## config.mk

```make
export PLATFORM = sky130hd
export DESIGN_NAME = alu_regfile_sequencer
export DESIGN_NICKNAME = d
export VERILOG_FILES = /design/src/rtl/alu_regfile_sequencer.sv
export SDC_FILE = /design/constraint.sdc
export NUM_CORES = 1
export LEC_CHECK = 0
export ABC_CLOCK_PERIOD_IN_PS = 3700
export CORE_AREA = 4 4 85 87
export DETAILED_ROUTE_END_ITERATION = 8
export DIE_AREA = 0 0 89 91
export GPL_TIMING_DRIVEN = 0
export PLACE_DENSITY = 0.88
export RECOVER_POWER = 100
export SLEW_MARGIN = 20
export SYNTH_ARGS = -nofsm -noshare
export SYNTH_HDL_FRONTEND = slang
export SYNTH_SLANG_ARGS = --single-unit
```

## constraint.sdc

```tcl
create_clock -name IN_CLK -period 3.7 [get_ports IN_CLK]
set_input_delay 0.74 -clock IN_CLK [delete_from_list [all_inputs] [get_ports IN_CLK]]
set_output_delay 0.74 -clock IN_CLK [all_outputs]
set_load 0.01 [all_outputs]
```

## src/rtl/alu_regfile_sequencer.sv

```systemverilog
// Operand fetch / write-back sequencer around a combinational ALU.
// One command per three cycles: IDLE accept, EXEC capture, DONE pulse.
module alu_regfile_sequencer #(
  parameter int bit_depth = 8,
  parameter int reg_count = 4,
  localparam int AW = $clog2(reg_count)
) (
  input  logic                 IN_CLK,
  input  logic                 IN_RST_N,
  input  logic                 IN_CMD_VALID,
  output logic                 OUT_CMD_READY,
  input  logic [3:0]           IN_CMD_OP,
  input  logic [AW-1:0]        IN_CMD_DST,
  input  logic [AW-1:0]        IN_CMD_SRC_A,
  input  logic [AW-1:0]        IN_CMD_SRC_B,
  input  logic                 IN_CMD_IMM_EN,
  input  logic [bit_depth-1:0] IN_CMD_IMM,
  output logic [3:0]           OUT_ALU_OP,
  output logic [bit_depth-1:0] OUT_ALU_A,
  output logic [bit_depth-1:0] OUT_ALU_B,
  input  logic [bit_depth-1:0] IN_ALU_R,
  output logic                 OUT_RES_VALID,
  output logic [bit_depth-1:0] OUT_RES,
  output logic [AW-1:0]        OUT_RES_DST,
  output logic                 OUT_RES_ZERO,
  output logic                 OUT_RES_ERR,
  input  logic [AW-1:0]        IN_DBG_ADDR,
  output logic [bit_depth-1:0] OUT_DBG_DATA
);

  localparam logic [1:0] S_IDLE = 2'd0;
  localparam logic [1:0] S_EXEC = 2'd1;
  localparam logic [1:0] S_DONE = 2'd2;

  localparam logic [3:0] OP_MOV = 4'd10;

  logic [1:0]           state_q, state_d;
  logic [bit_depth-1:0] regs_q [reg_count];
  logic [bit_depth-1:0] regs_d [reg_count];
  logic [3:0]           op_q, op_d;
  logic [bit_depth-1:0] a_q, a_d;
  logic [bit_depth-1:0] b_q, b_d;
  logic [AW-1:0]        dst_q, dst_d;
  logic                 vld_q, vld_d;
  logic [bit_depth-1:0] res_q, res_d;
  logic [AW-1:0]        rdst_q, rdst_d;
  logic                 zero_q, zero_d;
  logic                 err_q, err_d;

  logic is_alu;
  logic is_mov;

  assign is_alu = (op_q <= 4'd9);
  assign is_mov = (op_q == OP_MOV);

  assign OUT_CMD_READY = (state_q == S_IDLE);
  assign OUT_ALU_OP    = op_q;
  assign OUT_ALU_A     = a_q;
  assign OUT_ALU_B     = b_q;
  assign OUT_RES_VALID = vld_q;
  assign OUT_RES       = res_q;
  assign OUT_RES_DST   = rdst_q;
  assign OUT_RES_ZERO  = zero_q;
  assign OUT_RES_ERR   = err_q;
  assign OUT_DBG_DATA  = regs_q[IN_DBG_ADDR];

  // Next-state: accept in IDLE, write back in EXEC, retire pulse in DONE.
  always_comb begin
    state_d = state_q;
    regs_d  = regs_q;
    op_d    = op_q;
    a_d     = a_q;
    b_d     = b_q;
    dst_d   = dst_q;
    vld_d   = vld_q;
    res_d   = res_q;
    rdst_d  = rdst_q;
    zero_d  = zero_q;
    err_d   = err_q;
    unique case (state_q)
      S_IDLE: begin
        if (IN_CMD_VALID) begin
          op_d    = IN_CMD_OP;
          a_d     = regs_q[IN_CMD_SRC_A];
          b_d     = IN_CMD_IMM_EN ? IN_CMD_IMM
                                  : regs_q[IN_CMD_SRC_B];
          dst_d   = IN_CMD_DST;
          state_d = S_EXEC;
        end
      end
      S_EXEC: begin
        unique case (1'b1)
          is_alu: begin
            res_d         = IN_ALU_R;
            regs_d[dst_q] = IN_ALU_R;
            err_d         = 1'b0;
          end
          is_mov: begin
            res_d         = b_q;
            regs_d[dst_q] = b_q;
            err_d         = 1'b0;
          end
          default: begin
            res_d = '0;
            err_d = 1'b1;
          end
        endcase
        vld_d   = 1'b1;
        rdst_d  = dst_q;
        zero_d  = (res_d == '0);
        state_d = S_DONE;
      end
      S_DONE: begin
        vld_d   = 1'b0;
        err_d   = 1'b0;
        state_d = S_IDLE;
      end
      default: begin
        state_d = S_IDLE;
      end
    endcase
  end

  // State and register file; reset aborts any command in flight.
  always_ff @(posedge IN_CLK or negedge IN_RST_N) begin
    if (!IN_RST_N) begin
      state_q <= S_IDLE;
      for (int i = 0; i < reg_count; i++) begin
        regs_q[i] <= '0;
      end
      op_q   <= '0;
      a_q    <= '0;
      b_q    <= '0;
      dst_q  <= '0;
      vld_q  <= 1'b0;
      res_q  <= '0;
      rdst_q <= '0;
      zero_q <= 1'b0;
      err_q  <= 1'b0;
    end else begin
      state_q <= state_d;
      regs_q  <= regs_d;
      op_q    <= op_d;
      a_q     <= a_d;
      b_q     <= b_d;
      dst_q   <= dst_d;
      vld_q   <= vld_d;
      res_q   <= res_d;
      rdst_q  <= rdst_d;
      zero_q  <= zero_d;
      err_q   <= err_d;
    end
  end

endmodule

```

==> metrics.md <==
| Metric | Value |
|---|---|
| Layout Skew | `8.77 ps` |
| Area delta synth->final | `27.1%` |
| Total track usage | `23.2%` |
| Routed wire length | `8800 um` |
| Cell Chain, Critical Path | `clkbuf_1 -> mux4_2 -> clkdlybuf4s50_1` |
| Hold buffers post-CTS | `0` |
| Final Wtd Congestion | `0.777` |
| Setup slack at placement | `854 ps` |
| Worst hold path type | `reg -> reg` |
| Mapped Area | `3520 um^2` |
| Initial Util | `55.4%` |
| ANT cells | `0` |
| Final-stage net count | `366` |
| Clk pwr share | `18.1%` |
| Worst Tran Pin Value | `1810 ps` |
| Final Cycle Share | `85.1%` |
| Largest net degree at the start of global routing | `37` |
| Detailed Routing Iterations Pass 1 | `4` |
| Critical path class | `in -> out` |
| Clock slew seen by the registers of the worst setup and hold paths | `70 ps` |
| Failing checks | `capacitance limit, slew limit` |
| Die width | `89 um` |
| Post-CTS Resized | `0` |
| Placeable Area | `6350 um^2` |
| Syn Area/Cell | `14.0 um^2` |
| Req. time, crit path | `2960 ps` |
| Antenna violations before repair | `0` |
| Crit path max-delay family | `buffers and inverters` |
| Peak supply drop | `0.457 mV` |
| CP startpoint kind | `primary input` |
| Sw frac | `34.8%` |
| Combinational power share | `43.6%` |
| Seq/Total Area, Yosys | `49.1%` |
| Net load switching power | `1.33 mW` |
| Syn_nets | `288` |
| Commonest non-fill, non-tap cell in the layout | `dfrtp_1` |
| Leak | `1.84 nW` |
| Ys Warns | `0` |
| Vias in the first global route | `2718` |
| Crit-path max FO | `8` |
| Most frequent cells in the layout | `dfrtp_1, mux2_2, dlygate4sd3_1` |
| Clock sink count | `69` |
| CP arrival | `2410 ps` |
| Die Y | `91 um` |
| Power per cell area | `858 nW/um^2` |
| CTS tree | `yes` |
| Fmax | `318 MHz` |
| Setup Viol. Count Final | `0` |
| CTS Buffer Depth | `2` |
| Setup crit end kind | `output pin` |
| Critical-path top delay cell | `mux4_2` |
| First-pass GRT wire length | `14200 um` |
| Post-CTS Setup Bufs | `0` |
| Vias | `2555` |
| Dpl cell area | `4290 um^2` |
| Delay of the slowest critical-path stage | `620 ps` |
| Worst relative slew slack | `-20.9%` |
| Root Driver | `clkbuf_8` |
| Slew Limit Fails | `44` |
| Post-route ant nets | `0` |
| Routed len/inst | `21.4 um` |
| Period minus WS final | `3150 ps` |
| Sequential Power Share | `38.3%` |
| DR DRC count | `0` |
| Vias per cell | `6.20` |
| Hpwl dp | `6260 um` |
| Cell variety after synth | `31` |
| Status | `finished, violations left` |
| RSZ-0062 raised after global routing | `no` |
| H-tree lvl count | `3` |
| Fin area | `4470 um^2` |
| CP bufs+invs | `2` |
| Seq cells post-synth | `69` |
| Internal power | `2.50 mW` |
| Iteration-0 DRC Markers | `199` |
| Die area | `8100 um^2` |
| Top-level port count | `74` |
| Global route overflow | `0` |
| Share of cells above drive strength 1 | `26.0%` |
| Final worst-path setup slack | `552 ps` |
| Layout fillers | `452` |
| Final Hold Viols | `0` |
| Clock Latency Late Sink | `340 ps` |
| CTS buffer count | `9` |
| Row Count | `29` |
| Mapped Cells | `252` |
| # port buffers | `66` |
| Max Cap Viol | `2` |
per-layer routing:
layer	GRT usage (%)	routed length (um)	up-vias	share of wire, %
met1	31.0	3450	1304	39
met4	9.31	239	0	2.7
li1	-	-	1110	-
met5	0	0	-	0
met3	5.43	687	22	7.8
met2	36.6	4420	119	50
worst register-to-register path: stages (launching register included):
cell and delay (ps):
dfrtp_1 390, inv_1 130, ha_1 270, nand2_1 110
a211oi_1 1290, mux2_2 440
power groups by stage:
stage               combinational (mW)  clock, mW  sequential (mW)
floorplan                        0.990          0             1.47
global placement                  1.72          0             1.44
detailed placement                1.78          0             1.48
CTS                               1.79      0.706             1.47
global route                      1.83      0.743             1.52
finish                            1.67      0.693             1.47
registers in the layout, indices dropped and copies added (netlist names):
register	cells
OUT_ALU_OP	4
OUT_RES	8
OUT_ALU_B	8
OUT_RES_ERR	1
regs_q	32
state_q	2
OUT_RES_DST	2
dst_q	2
OUT_RES_ZERO	1
OUT_ALU_A	8
OUT_RES_VALID	1
stage by stage:
step / hold WS (ps) / cells / TNS [ps] / utilization (%) / total power [mW]
3_5_place_dp: 496 / 396 / 0 / 67.6 / 3.26
4_1_cts: 349 / 412 / 0 / 71.1 / 3.97
3_3_place_gp: 477 / 395 / -27560 / 67.3 / 3.17
2_1_floorplan: 444 / 252 / 0 / - / 2.46
5_1_grt: 530 / 412 / 0 / 70.4 / 4.09
6_report: 504 / 412 / 0 / 70.4 / 3.84
Yosys cell counts:
master	instances	share of area (%)
dfrtp_1	69	49
mux2_2	53	17
nor2_1	26	2.8
mux4_2	24	15
a21oi_1	9	1.3
clkbuf_1	9	0.96
a221oi_1	8	2.0
inv_1	8	0.85
mux2i_1	8	2.3
buf_2	5	0.71
o21ai_0	5	0.71
ha_1	4	1.4
nand2_1	3	0.32
buf_1	2	0.21
o41ai_1	2	0.50
or4_1	2	0.43
a2111oi_4	1	0.78
a211oi_2	1	0.36
a21o_1	1	0.21
a21oi_2	1	0.25
a32o_1	1	0.28
and2_1	1	0.18
inv_2	1	0.11
nand2b_1	1	0.18
nand3_1	1	0.14
nand4bb_1	1	0.32
nor4bb_1	1	0.28
o2111ai_2	1	0.43
o21ai_1	1	0.14
o31ai_1	1	0.21
o32ai_1	1	0.25
final timing paths:
check                                    startpoint                  endpoint  slack (ps)  depth (start not counted)
min in group asynchronous                  IN_RST_N    regs_q[11]$_DFFE_PN0P_         880                          1
setup / recovery                     IN_DBG_ADDR[0]           OUT_DBG_DATA[0]         550                          3
hold reg to reg            OUT_ALU_A[5]$_DFFE_PN0P_  OUT_ALU_A[5]$_DFFE_PN0P_         500                          1
max in group asynchronous                  IN_RST_N    regs_q[16]$_DFFE_PN0P_        1120                          2
setup reg to reg             state_q[1]$_DFFE_PN0P_    regs_q[10]$_DFFE_PN0P_         960                          5
hold / removal             OUT_ALU_A[5]$_DFFE_PN0P_  OUT_ALU_A[5]$_DFFE_PN0P_         500                          1
kinds of logic (layout without fill, tap and decap cells):
logic type / count (synthesis) / after routing / synth area share (%)
and+or+nand+nor: 36 / 36 / 4.62
DFF: 69 / 69 / 49.1
AOI/OAI and AO/OA: 33 / 33 / 7.40
adders and majority gates: 4 / 4 / 1.42
buffers and inverters: 25 / 108 / 2.85
muxes: 85 / 85 / 34.6
area by class of cell:
type | count | area (um^2) | area share [%]
tap | 77 | 96.3 | 2.16
buffer | 16 | 62.6 | 1.40
inverter | 9 | 33.8 | 0.756
clock inverter | 4 | 70.1 | 1.57
multi-input combinational | 158 | 1670 | 37.3
sequential | 69 | 1730 | 38.6
clock buffer | 12 | 155 | 3.47
timing repair buffer | 67 | 659 | 14.7
Power figures use the tool's default switching activity.
